===== config.mk =====
export PLATFORM = sky130hd
export DESIGN_NAME = mem_access_ctrl
export DESIGN_NICKNAME = d
export VERILOG_FILES = /design/src/rtl/mem_access_ctrl.sv
export SDC_FILE = /design/constraint.sdc
export NUM_CORES = 1
export LEC_CHECK = 0
export ABC_AREA = 1
export BUFFER_PORTS_ARGS = -buffer_cell sky130_fd_sc_hd__buf_2
export CORE_ASPECT_RATIO = 1.2
export CORE_MARGIN = 2
export CORE_UTILIZATION = 40
export CTS_CLUSTER_SIZE = 24
export DETAILED_ROUTE_END_ITERATION = 7
export GPL_ROUTABILITY_DRIVEN = 0
export PLACE_DENSITY = 0.76
export SYNTH_ARGS = -nofsm -noshare
export SYNTH_HDL_FRONTEND = slang
export SYNTH_SLANG_ARGS = --single-unit
export TNS_END_PERCENT = 50

===== constraint.sdc =====
create_clock -name clk -period 1.91 [get_ports clk]
set_clock_uncertainty 0.2 [all_clocks]
set_input_delay 0.573 -clock clk [delete_from_list [all_inputs] [get_ports clk]]
set_output_delay 0.573 -clock clk [all_outputs]
set_load 0.05 [all_outputs]

===== src/rtl/mem_access_ctrl.sv =====
// ---------------------------------------------------------------------------
// mem_access_ctrl
//
// M-stage memory access controller for the pipelined MIPS core.
//
// It takes one load/store from the M stage and checks the address alignment.
// It then builds the byte enables and the lane-replicated store data, and runs
// a single req/ack transaction with the bridge/DM. The pipeline is stalled
// until the transaction finishes. For a load, the controller then hands the
// raw read word, addr[1:0] and the load-extension op to the data-extension
// stage that follows.
//
// Ports:
//   clk, reset        clock, synchronous active-high reset
//   req_valid         M-stage instruction performs a memory access
//   req_we            1 = store, 0 = load
//   req_size          00 byte, 01 half, 10/11 word
//   req_addr          byte address
//   req_wdata         right-aligned store data
//   req_ldop          load-extension op, passed through to rsp_op
//   req_kill          exception flush of the M-stage instruction
//   stall             freeze F/D/E/M
//   exc_adel/exc_ades misaligned load / store (combinational, IDLE only)
//   bus_req/bus_we    transaction request (held until ack) / write flag
//   bus_addr          word-aligned address
//   bus_byteen        written byte lanes, 0000 for loads
//   bus_wdata         lane-replicated store data
//   bus_ack/bus_rdata bridge completion, read word valid with ack
//   rsp_valid         one-cycle load-data-ready pulse
//   rsp_rdata         captured read word
//   rsp_addr_lo       latched addr[1:0]
//   rsp_op            latched req_ldop
// ---------------------------------------------------------------------------
module mem_access_ctrl #(
  parameter int ADDR_W = 32
) (
  input  logic              clk,
  input  logic              reset,
  input  logic              req_valid,
  input  logic              req_we,
  input  logic [1:0]        req_size,
  input  logic [ADDR_W-1:0] req_addr,
  input  logic [31:0]       req_wdata,
  input  logic [2:0]        req_ldop,
  input  logic              req_kill,
  output logic              stall,
  output logic              exc_adel,
  output logic              exc_ades,
  output logic              bus_req,
  output logic              bus_we,
  output logic [ADDR_W-1:0] bus_addr,
  output logic [3:0]        bus_byteen,
  output logic [31:0]       bus_wdata,
  input  logic              bus_ack,
  input  logic [31:0]       bus_rdata,
  output logic              rsp_valid,
  output logic [31:0]       rsp_rdata,
  output logic [1:0]        rsp_addr_lo,
  output logic [2:0]        rsp_op
);

  typedef enum logic [1:0] {
    IDLE = 2'd0,
    BUSY = 2'd1,
    RESP = 2'd2
  } state_t;

  state_t      state;
  logic        discard;

  logic        is_word;
  logic        is_half;
  logic        misaligned;
  logic        can_issue;
  logic        accept;
  logic [3:0]  next_byteen;
  logic [31:0] next_wdata;

  // Request decode: alignment check, accept, exceptions and the stall.
  // Exceptions are raised only for a live, unkilled request seen in IDLE, so
  // they can never overlap a stall. The stall is high in the accept cycle,
  // before any state changes, so the M-stage instruction is held from the
  // first cycle. In RESP the stall drops and the instruction moves on.
  always_comb begin
    is_word    = req_size[1];
    is_half    = (req_size == 2'b01);
    misaligned = (is_half && req_addr[0]) ||
                 (is_word && (req_addr[1:0] != 2'b00));
    can_issue  = (state == IDLE) && req_valid && !req_kill;
    accept     = can_issue && !misaligned;
    exc_adel   = can_issue && misaligned && !req_we;
    exc_ades   = can_issue && misaligned && req_we;
    stall      = accept || (state == BUSY);
    // A kill that arrives in RESP itself must still suppress the pulse, so
    // this output stays combinational rather than registered.
    rsp_valid  = (state == RESP) && !bus_we && !discard && !req_kill;
  end

  // Lane steering for the request being accepted. Store data is replicated
  // across every lane, so the byte enables alone select what the DM writes.
  // Loads write nothing.
  always_comb begin
    next_byteen = 4'b0000;
    next_wdata  = req_wdata;
    if (is_word) begin
      next_wdata = req_wdata;
    end else if (is_half) begin
      next_wdata = {2{req_wdata[15:0]}};
    end else begin
      next_wdata = {4{req_wdata[7:0]}};
    end
    if (req_we) begin
      if (is_word) begin
        next_byteen = 4'b1111;
      end else if (is_half) begin
        next_byteen = req_addr[1] ? 4'b1100 : 4'b0011;
      end else begin
        next_byteen = 4'b0001 << req_addr[1:0];
      end
    end
  end

  // Transaction FSM with registered bus and response outputs.
  // All bus_* values are captured once, on accept. This keeps them stable for
  // the whole of BUSY, whatever the M stage does with its inputs.
  // The discard flag remembers a kill seen while the bus is busy. The
  // transaction itself cannot be aborted, so only the response is dropped.
  // Reset is synchronous. A reset in BUSY releases bus_req on the next edge,
  // and any ack that arrives later is ignored because bus_req is low.
  always_ff @(posedge clk) begin
    if (reset) begin
      state       <= IDLE;
      discard     <= 1'b0;
      bus_req     <= 1'b0;
      bus_we      <= 1'b0;
      bus_addr    <= '0;
      bus_byteen  <= 4'b0000;
      bus_wdata   <= 32'd0;
      rsp_rdata   <= 32'd0;
      rsp_addr_lo <= 2'b00;
      rsp_op      <= 3'b000;
    end else begin
      case (state)
        IDLE: begin
          discard <= 1'b0;
          if (accept) begin
            bus_req     <= 1'b1;
            bus_we      <= req_we;
            bus_addr    <= {req_addr[ADDR_W-1:2], 2'b00};
            bus_byteen  <= next_byteen;
            bus_wdata   <= next_wdata;
            rsp_addr_lo <= req_addr[1:0];
            rsp_op      <= req_ldop;
            state       <= BUSY;
          end
        end
        BUSY: begin
          if (req_kill) begin
            discard <= 1'b1;
          end
          if (bus_req && bus_ack) begin
            rsp_rdata <= bus_rdata;
            bus_req   <= 1'b0;
            state     <= RESP;
          end
        end
        RESP: begin
          // Clear the discard flag on the way back to IDLE.
          discard <= 1'b0;
          state   <= IDLE;
        end
        default: begin
          discard <= 1'b0;
          bus_req <= 1'b0;
          state   <= IDLE;
        end
      endcase
    end
  end

endmodule


### Yosys cells after proc, flatten, opt, wreduce, memory -nomap -nowiden

Cells that the tools add are included.

* register bits after elaboration: 108
* bits in latches: 0
* bits in writable memories: 0
* bits in read-only memories: 0
* output and inout bits: 111
* memories kept: 0

* $add $sub $neg: 0
* multipliers: 0
* divide/modulo/power cells: 0
* $lt $le $gt $ge: 0
* equal/unequal tests: 5
* shifts and indexed selects: 1
* mux-type cells: 12
* bitwise operators: 2
* reductions and logical operators: 26

Operators by type and width (count)
* 32-bit two-way mux: 2
* 4-bit two-way mux: 4
* 1-bit logical AND: 12
* 2-bit AND reduction: 3
* 1-bit logical NOT: 5
* 2-bit by 1-bit == test with 1-bit output, second input constant: 2
* 2-bit two-way mux: 2
* 2-bit case mux with 2 select lines: 1
* 1-bit by 2-bit left shift with 4-bit output, first input constant: 1
* 1-bit case mux with 3 select lines: 1
* 3-bit AND reduction: 1
* 2-bit == test, second input constant: 1
* 2-bit logical NOT: 1
* 1-bit logical OR: 2
* 1-bit two-way mux: 2
* 2-bit by 1-bit != test with 1-bit output, second input constant: 1
* 2-bit != test, second input constant: 1
* 1-bit NOT: 2
* 2-bit nonzero test: 1
* 2-bit OR reduction: 1

### Longest topological paths before layout

Gate-level depths: netlist of run 1.

* depth in word-level cells: 7
* depth in mapped cells: 10

### Worst setup path before layout of run 1

Ideal clock, no wire load.

* path type: input to output
* from: input port req_kill
* to: output port exc_adel
* data arrival time: 1.575 ns
* setup slack: -0.438 ns
* stages: 5
* buffers on the path: 0
* path through: inv_1 nand2_1 nor2_4 nand3_1 nor2_1

* longest elaborated chain between the ends: 4

RTL lines
* start, declared: line 45 `input logic req_kill,`
* 1-bit logical NOT: line 89 `can_issue = (state == IDLE) && req_valid && !req_kill;`
* 1-bit logical AND: line 89
* 1-bit logical AND (2 in series): line 91 `exc_adel = can_issue && misaligned && !req_we;`
* end, declared: line 47 `output logic exc_adel,`

Every way passes these cells.

### Final worst setup path of run 1

* from: input port req_kill
* to: output port stall

* longest elaborated chain between the ends: 4

RTL lines
* 1-bit logical NOT: line 89
* 1-bit logical AND: line 89
* 1-bit logical AND: line 90 `accept = can_issue && !misaligned;`
* 1-bit logical OR: line 93 `stall = accept || (state == BUSY);`
* end, declared: line 46 `output logic stall,`

Every way passes these cells.

==> results by group, run 1 <==
Worst hold path
  – Hold Path End: rsp_rdata[25]
  – Hold_sp: bus_rdata[25]
  – WHS Path Cells: 3
  – Worst Hold Class: in2reg

Yosys
  – Async set or reset register ratio after synthesis: 0%
  – Register area share after synthesis: around half
  – Average size of a mapped cell: around 7.6 µm²
  – Yosys top cell by area: dfxtp_1
  – Post-synth EDFFs: 0
  – Synthesized instance count: 582
  – Share of Yosys cell area claimed by the top area cell type: about half
  – FF+latch count, synth: around 110
  – Synth top area cells: dfxtp_1 (49%), nor2_1 (15%), o21ai_0 (7.5%)
  – Most instantiated cells after synthesis: nor2_1 (173), dfxtp_1 (108), o21ai_0 (66)
  – Synthesis warning total: 0
  – Count leader, synth: nor2_1
  – Synth Flop Type: dfxtp_1
  – Synth Cell Area: approximately 0.0044 mm²
  – Post-synth cell types: 24

Global route
  – Initial antenna violation count: 0
  – Congestion Overflow GR: 0
  – Largest net degree at the start of global routing: 53
  – First-pass GRT wire length: a little under 20000 µm
  – Total GRT Usage: 20.0%
  – Vias in the first global route: 4061

STA
  – Setup violations, final: 4
  – Min Clock Period, post-route: 2.06 ns
  – Fin. Hold Viols: 0
  – Max Freq: 0.485 GHz
  – Relative slew margins: about two thirds
  – Crit share post-route: 108%
  – Slew at the pin closest to its max-slew limit: between 0.5 and 0.6 ns
  – RSZ-0062 raised after global routing: true
  – Fin. max-slew vios: 0
  – Setup WS post-layout: -0.150 ns

Critical path
  – Crit path max fanout: 2
  – Arr. time, crit path: 1.29 ns
  – Worst setup SP type: input pin
  – WP data required: 1.14 ns
  – R2R cell count: 9
  – FF-to-FF setup slack: roughly 0.19 ns
  – Reg-to-Reg Start: state[0]
  – Setup CP Type: in2out
  – R2r endpoint: bus_addr[16]
  – CP Capture Type: output port

Clock tree
  – Root buffer cell: clkbuf_16
  – Clock sink count: 108
  – H-tree levels: 3
  – TritonCTS Buffers: 9
  – Clock transition at path regs: 0.07 ns
  – Clk buf depth: 2
  – Worst-Skew Late Latency: approximately 0.33 ns
  – TritonCTS clock tree: yes

Cells and area
  – Final instance area: roughly 0.006 mm²
  – Filler instances: 1050
  – Ant. Diodes: 0
  – Layout cells sized above 1: 40.1%
  – Synthesis-to-finish area growth: 36.0%
  – Nets: approximately 900
  – Utilization after layout: about 56%

Floorplan
  – Site row count: 41
  – Initial Utilization: around 41%
  – Die Wd: ~100 µm
  – Core Footprint: roughly 0.011 mm²
  – # IOs: 218
  – Height of the die: 119 µm
  – Total Die Area: between 0.01 and 0.015 mm²

Power
  – Overall power: slightly above 5 mW
  – Peak supply drop: slightly below 0.5 mV
  – Leakage: around 3 nW
  – Pwr/cell area: around 850 mW/mm²

Detailed routing
  – DR vias: roughly 4400
  – DRT iter0 DRCs: between 150 and 200
  – DR pass1 iterations: 4
  – Via-per-instance ratio: 4.74
  – Routed WL: roughly 12000 µm
  – Residual DRC: 0
  – WL per Instance: around 13 µm
  – Antenna-violating nets left: 0

Placed design
  – Detail Placement HPWL: about 8600 µm
  – Placed instance area: 0.00562 mm²
  – PortBufs: 215

Run status
  – Status: complete, but fails checks
  – Failing checks: setup timing

Run
  – Max Cap Viol: 0
what timing repair did:
item                       in CTS  in global routing
pin swaps                       5                  0
hold buffers                    0                  0
setup buffers                   2                  0
gates cloned                    0                  0
setup endpoints to repair      35                 61
gates resized for setup        19                  6
metrics by stage:
| stage | setup WS (ns) | TNS [ns] | std cells | hold WS [ns] |
|---|---|---|---|---|
| floorplan | -0.164 | -0.429 | 583 | 0.228 |
| global placement | -0.325 | -21.42 | 908 | 0.249 |
| detailed placement | -0.364 | -23.40 | 908 | 0.265 |
| CTS | -0.146 | -0.536 | 924 | 0.246 |
| global route | -0.205 | -0.806 | 924 | 0.244 |
| finish | -0.150 | -0.522 | 924 | 0.258 |
per-layer routing:
metal  GRT usage, %  part of all wire, %  up-vias  wire length, µm
li1               -                    -     2263                -
met1           25.3                   43     1920             5130
met2           31.8                   46      173             5540
met3           5.99                  7.4       28              891
met4           8.22                  3.3        0              398
met5              0                    0        -                0
area by class of cell:
type	instances	area [µm²]	area share, %
clock buffer	11	243	4.06
clock inverter	4	26.3	0.439
inverter	14	60.1	1.00
multi-input combinational	420	1960	32.8
sequential	108	2160	36.2
tap	129	161	2.70
timing repair buffer	238	1370	22.8
cells by family (layout without fill, tap and decap cells):
kind of cell / count (synthesis) / count (layout) / synth area share (%)
other: 1 / 2 / 0.0852
DFF: 108 / 108 / 49.1
buffers and inverters: 55 / 267 / 7.91
AOI/OAI and AO/OA: 112 / 112 / 13.2
and+or+nand+nor: 306 / 306 / 29.7
state kept, by name (all words and copies together), names as in the netlist:
register / cells
bus_wdata: 32
rsp_rdata: 32
bus_addr: 30
bus_byteen: 4
rsp_op: 3
rsp_addr_lo: 2
state: 2
bus_req: 1
bus_we: 1
discard: 1
worst max-delay path, stage by stage:
cell     delay (ns)
buf_6          0.10
inv_4          0.04
nand2_2        0.06
nor2_4         0.14
buf_6          0.13
nand2_8        0.05
nand2_8        0.06
buf_12         0.13
where the power goes:
| part | switching [mW] | internal [mW] |
|---|---|---|
| clock | 0.794 | 0.912 |
| combinational | 0.685 | 0.321 |
| sequential | 0.0527 | 2.35 |
| total | 1.53 | 3.58 |
worst max-delay path by stage:
stage          slack, ns  cells past startpoint             to        start
6_report           -0.15                      8          stall     req_kill
5_1_grt            -0.21                      5      rsp_valid     state[0]
4_1_cts            -0.15                      8          stall     req_kill
3_5_place_dp       -0.36                      7  bus_wdata[29]  req_size[1]
3_3_place_gp       -0.33                      7  bus_wdata[29]  req_size[1]
2_1_floorplan      -0.16                      8          stall  req_size[1]
placed cells by master (no fill, tap or decap), drive strengths merged:
master / count
clkinv: 3
conb: 2
nand3: 26
nand2: 72
clkinvlp: 1
nand4: 1
o21ai: 105
buf: 238
clkbuf: 11
dfxtp: 108
a21oi: 7
nor2: 207
inv: 14
Note: power is estimated with default switching activity, not from simulation.
==> run 2, diff against run 1 <==
Settings changed: CORE_MARGIN 2 to 4, SETUP_SLACK_MARGIN set to 0.4.
==> run 2 against run 1 <==
Net effect:
- critical path depth shrank 1
- the flow still finishes with violations (setup timing)
- setup slack worse by 0.041 ns
- critical endpoint unchanged
- flip-flop and latch count did not move
- count of clock-buffer cells in the layout decreased by 1
==> results by group, run 2 (synthesized netlist as in run 1, its figures left out) <==
Run
  – Max Cap Viol: 0 (unchanged)

STA
  – Fin. Hold Viols: 0 (unchanged)
  – Setup violations, final: 73 (+69)
  – Slew at the pin closest to its max-slew limit: 0.557 ns (+0.0326 ns)
  – Crit share post-route: 110% (+2.1 points)
  – Relative slew margins: 62.8% (-2.2 points)
  – Fin. max-slew vios: 0 (unchanged)
  – Setup WS post-layout: -0.190 ns (-0.0406 ns)
  – Min Clock Period, post-route: 2.10 ns (+0.0406 ns)
  – RSZ-0062 raised after global routing: true
  – Max Freq: 0.476 GHz (-1.9%)
  – Min Hold Slack: 0.239 ns (-0.0191 ns)

Power
  – Power Internal: 4.11 mW (+15%)
  – Sw frac: 31.5% (+1.5 points)
  – Combinational fraction of design power: 27.0% (+7.3 points)
  – Seq pwr share: 41.0% (-6.0 points)
  – Pwr/cell area: 682 mW/mm² (-20%)
  – Overall power: 5.99 mW (+17%)
  – Part of the power in the clock network: 32.0% (-1.4 points)
  – Peak supply drop: 0.414 mV (-15%)
  – Leakage: 3.92 nW (+31%)
  – NetSw: 1.89 mW (+23%)

Floorplan
  – Core Footprint: 0.0106 mm² (unchanged)
  – # IOs: 218 (unchanged)
  – Initial Utilization: 41.4% (unchanged)
  – Die Wd: 104 µm (+4.0%)
  – Height of the die: 123 µm (+3.4%)
  – Site row count: 41 (unchanged)
  – Total Die Area: 0.0127 mm² (+7.5%)

Critical path
  – Crit-path cells: inv_2, nand2_2, nor2_4, buf_4, nand2_4, nand2_8, buf_12
  – CP Capture Type: output port
  – Max stage delay on crit path: 0.32 ns (+0.18 ns)
  – Critical path's top delay family: simple AND/OR/NAND/NOR gates
  – FF-to-FF setup slack: -0.18 ns (-0.37 ns)
  – Worst setup SP type: flip-flop
  – Setup CP Type: reg2out
  – Arr. time, crit path: 1.33 ns (+0.04 ns)
  – Slowest cell on crit path: dfxtp_2
  – Crit path max fanout: 2 (unchanged)
  – WP data required: 1.14 ns (about the same)
  – Buffers & Inverters on Critical Path: 3 (-1)

Placed design
  – Detail Placement HPWL: 9300 µm (+8.0%)
  – PortBufs: 215 (unchanged)
  – DP Worst Slack: -0.349 ns (+0.0144 ns)
  – Placed instance area: 0.00567 mm² (+0.91%)

Cells and area
  – FF+latch area: 0.00236 mm² (+9.0%)
  – Most frequent cells in the layout: nor2_1 (112), buf_8 (110), buf_2 (106)
  – Final instance area: 0.00879 mm² (+47%)
  – Commonest non-fill, non-tap cell in the layout: nor2_1
  – Ant. Diodes: 0 (unchanged)
  – Area of the multi-input gates: 0.00246 mm² (+26%)
  – Largest regs: bus_wdata (32), rsp_rdata (32), bus_addr (30)
  – Filler instances: 535 (-49%)
  – Layout cells sized above 1: 67.5% (+27 points)
  – Nets: 970 (+8.0%)
  – Synthesis-to-finish area growth: 99.9%

Global route
  – Largest net degree at the start of global routing: 55 (+3.8%)
  – Total GRT Usage: 25.4% (+5.4 points)
  – Congestion Overflow GR: 0 (unchanged)
  – Vias in the first global route: 5198 (+28%)
  – Initial antenna violation count: 0 (unchanged)
  – First-pass GRT wire length: 25800 µm (+34%)

Worst hold path
  – Worst Hold Class: in2reg

Detailed routing
  – WL per Instance: 19.5 µm (+50%)
  – DR vias: 5320 (+21%)
  – Antenna-violating nets left: 0 (unchanged)
  – DRT iter0 DRCs: 338 (+74%)
  – Via-per-instance ratio: 5.34 (+12%)
  – DR pass1 iterations: 6 (+2)
  – Routed WL: 19400 µm (+62%)
  – Residual DRC: 0 (unchanged)

Clock tree
  – H-tree levels: 3 (unchanged)
  – Clk buf depth: 2 (unchanged)
  – TritonCTS clock tree: yes
  – Worst-Skew Late Latency: 0.34 ns (about the same)
  – Clock transition at path regs: 0.07 ns (about the same)
  – Clock sink count: 108 (unchanged)
  – TritonCTS Buffers: 9 (unchanged)
  – Root buffer cell: clkbuf_16
  – CTS Hold Bufs: 0 (unchanged)

Run status
  – Failing checks: setup timing
  – Status: complete, but fails checks
[run 2: cell count changes in the layout (fill, tap and decap cells not counted), sizes merged]
cell	before	now
inv	14	15
clkinv	3	4
clkbuf	11	12
buf	238	307
bufinv	0	1
[run 2: final cells by class]
cell class                 count  area share, %
inverter                      14           1.28
timing repair buffer         309           38.5
timing repair inverter         1          0.128
multi-input combinational    420           28.0
tap                          129           1.84
sequential                   108           26.8
clock inverter                 6          0.825
clock buffer                  10           2.60
[run 2: through the flow]
step                      TNS, ns  utilization [%]  instances
after detailed placement   -18.58             53.4        914
after CTS                  -0.568             75.2        984
after floorplan            -0.306                -        583
final                       -7.79             82.8        997
after global routing       -12.51             82.8        997
after global placement     -16.55             53.4        914
[run 2: metal layers]
metal  up-vias  global-route usage (%)  part of all wire [%]
li1       2433                       -                     -
met1      2507                    27.5                    34
met2       307                    46.9                    53
met3        73                    7.05                   8.3
met4         0                    10.8                   4.2
met5         -                       0                     0
[run 2: timing repair]
item	in CTS	in global routing
pin swaps	57	34
resized for setup	453	284
endpoints found under the setup margin	213	215
buffers inserted	42	10
gates cloned	12	3
[run 2: power groups by stage]
stage | clock [mW] | sequential, mW | combinational [mW]
floorplan | 0 | 2.78 | 0.374
global placement | 0 | 2.45 | 0.996
CTS | 1.92 | 2.45 | 1.45
detailed placement | 0 | 2.45 | 1.00
finish | 1.92 | 2.46 | 1.62
global route | 2.01 | 2.47 | 1.69
[run 2: path summary, 6_finish.rpt]
| kind | start | endpoint | cells past startpoint |
|---|---|---|---|
| worst max register to register | state[0] | bus_wdata[10] | 14 |
| worst max-delay path | state[0] | stall | 7 |
| worst min-delay path | bus_rdata[29] | rsp_rdata[29] | 3 |
| worst min register to register | discard | discard | 2 |
[run 2: worst register-to-register path: cells and delay by family, from the launching register on]
family,cells,cell delay [ns]
buf+inv,9,1.07
flops,1,0.32
simple gates,5,0.43
==> run 3, diff against run 2 <==
Settings changed: TNS_END_PERCENT 50 to 30.
==> run 3 against run 2 <==
Net effect:
- the run still ends with setup timing left
- worst hold slack improved by 0.0042 ns
- setup slack worse by 0.022 ns
- core utilization decreased by 1.1 points
- design area decreased by 1.3%
- largest cell class unchanged
- highest routed layer unchanged
==> results by group, run 3 (synthesized netlist as in run 1, its figures left out) <==
Power
  – Pwr/cell area: 692 mW/mm² (+1.5%)
  – Peak supply drop: 0.431 mV (+4.1%)
  – Leakage: 3.82 nW (-2.5%)

Detailed routing
  – DR pass1 iterations: 6 (unchanged)
  – Antenna-violating nets left: 0 (unchanged)
  – Via-per-instance ratio: 5.35 (+0.24%)
  – DRT iter0 DRCs: 321 (-5.0%)
  – Residual DRC: 0 (unchanged)
  – Routed WL: 19000 µm (-2.1%)
  – DR vias: 5151 (-3.2%)
  – WL per Instance: 19.7 µm (+1.3%)

STA
  – Crit share post-route: 111% (+1.2 points)
  – Setup WS post-layout: -0.213 ns (-0.0223 ns)
  – Fin. Hold Viols: 0 (unchanged)
  – Min Clock Period, post-route: 2.12 ns (+0.0223 ns)
  – Setup violations, final: 55 (-25%)
  – Fin. max-slew vios: 0 (unchanged)
  – RSZ-0062 raised after global routing: true
  – Max Freq: 0.471 GHz (-1.0%)

Critical path
  – Arr. time, crit path: 1.35 ns (+0.02 ns)
  – FF-to-FF setup slack: -0.09 ns (+0.09 ns)
  – Reg-to-Reg Start: state[0]
  – Worst setup startpoint: state[0]
  – R2R cell count: 13 (-1)
  – Crit path max fanout: 2 (unchanged)
  – R2r endpoint: bus_addr[9]
  – Setup crit end: stall
  – CP Capture Type: output port
  – Worst setup SP type: flip-flop
  – Setup CP Type: reg2out
  – WP data required: 1.14 ns (about the same)

Cells and area
  – Final instance area: 0.00868 mm² (-1.3%)
  – Largest regs: bus_wdata (32), rsp_rdata (32), bus_addr (30)
  – Non-Filler Instances: 963 (-3.4%)
  – Commonest non-fill, non-tap cell in the layout: nor2_1
  – Nets: 936 (-3.5%)
  – Filler instances: 548 (+2.4%)
  – Ant. Diodes: 0 (unchanged)
  – Most frequent cells in the layout: nor2_1 (118), buf_8 (113), buf_2 (104)
  – Utilization after layout: 81.7% (-1.1 points)
  – Layout cells sized above 1: 67.1% (-0.37 points)
  – Synthesis-to-finish area growth: 97.3%

Floorplan
  – Height of the die: 123 µm (unchanged)
  – Initial Utilization: 41.4% (unchanged)
  – Core Footprint: 0.0106 mm² (unchanged)
  – # IOs: 218 (unchanged)
  – Total Die Area: 0.0127 mm² (unchanged)
  – Site row count: 41 (unchanged)
  – Die Wd: 104 µm (unchanged)

Placed design
  – PortBufs: 215 (unchanged)
  – Detail Placement HPWL: 8830 µm (-5.0%)
  – Placed cell count: 911 (-0.33%)
  – Placed instance area: 0.00565 mm² (-0.40%)

Clock tree
  – Worst-Skew Late Latency: 0.35 ns (about the same)
  – Clock sink count: 108 (unchanged)
  – Root buffer cell: clkbuf_16
  – TritonCTS Buffers: 9 (unchanged)
  – H-tree levels: 3 (unchanged)
  – TritonCTS clock tree: yes
  – CTS Hold Bufs: 0 (unchanged)
  – Clock transition at path regs: 0.07 ns (about the same)
  – Clk buf depth: 2 (unchanged)

Global route
  – Initial antenna violation count: 0 (unchanged)
  – Congestion Overflow GR: 0 (unchanged)
  – Total GRT Usage: 27.9% (+2.5 points)
  – Largest net degree at the start of global routing: 48 (-13%)
  – Vias in the first global route: 5259 (+1.2%)
  – First-pass GRT wire length: 27900 µm (+8.1%)

Run status
  – Failing checks: setup timing
  – Status: complete, but fails checks

Worst hold path
  – Worst Hold Class: in2reg
  – WHS Path Cells: 3 (unchanged)

Run
  – Max Cap Viol: 0 (unchanged)
run 3: cell count changes in the layout (fill, tap and decap cells not counted), moves of 10 or more:
cell,delta
buf_4,-34
dfxtp_2,-11
dfxtp_4,+10
nor2_2,-14
o21ai_1,-16
run 3: repair_timing:
item	in CTS	in global routing
buffers inserted	15	5
gates resized for setup	637	93
endpoints found under the setup margin	215	215
cloned	16	0
pin swaps	90	80
run 3: per-layer routing:
| layer | wire, µm | share of wire [%] | track usage (%) |
|---|---|---|---|
| met1 | 6380 | 34 | 29.9 |
| met4 | 855 | 4.5 | 11.9 |
| met3 | 1610 | 8.5 | 7.79 |
| met5 | 0 | 0 | 0 |
| met2 | 10200 | 53 | 51.9 |
run 3: layout make-up:
type,count,area (µm²),area share [%]
Timing Repair Buffer,275,3160,36.5
Multi-Input combinational cell,420,2560,29.5
Sequential cell,108,2380,27.5
Clock buffer,9,225,2.59
Tap cell,129,161,1.86
Inverter,14,93.8,1.08
Clock inverter,7,75.1,0.865
Timing Repair inverter,1,16.3,0.187
run 3: power breakdown:
group          switching (mW)  leakage, nW  internal, mW
Sequential              0.128        0.937          2.34
Combinational           0.897         2.74         0.718
Clock                   0.897        0.138          1.03
Total                    1.92         3.82          4.08
run 3: critical path, stage by stage, from the launching register on:
cell and delay [ns]:
dfxtp_2 0.34, inv_2 0.05, buf_4 0.12, buf_6 0.11
nor2_4 0.11, inv_4 0.07, nand2_8 0.06, buf_8 0.14
run 3: per-stage QoR:
stage               worst slack [ns]  hold WS (ns)  total power, mW  setup TNS, ns
global route                  -0.279         0.246             6.22          -7.64
floorplan                     -0.164         0.229             3.16         -0.306
global placement              -0.400         0.249             3.44         -28.76
CTS                           -0.199         0.236             5.88         -0.591
detailed placement            -0.440         0.246             3.44         -31.17
finish                        -0.213         0.243             6.00          -2.76
run 3: how the worst min path moves through the flow:
stage,from,end,slack [ns]
after floorplan,discard,discard,0.23
after global placement,discard,discard,0.25
after detailed placement,discard,discard,0.25
after CTS,bus_rdata[7],rsp_rdata[7],0.24
after global routing,bus_rdata[7],rsp_rdata[7],0.25
final,bus_rdata[6],rsp_rdata[6],0.24
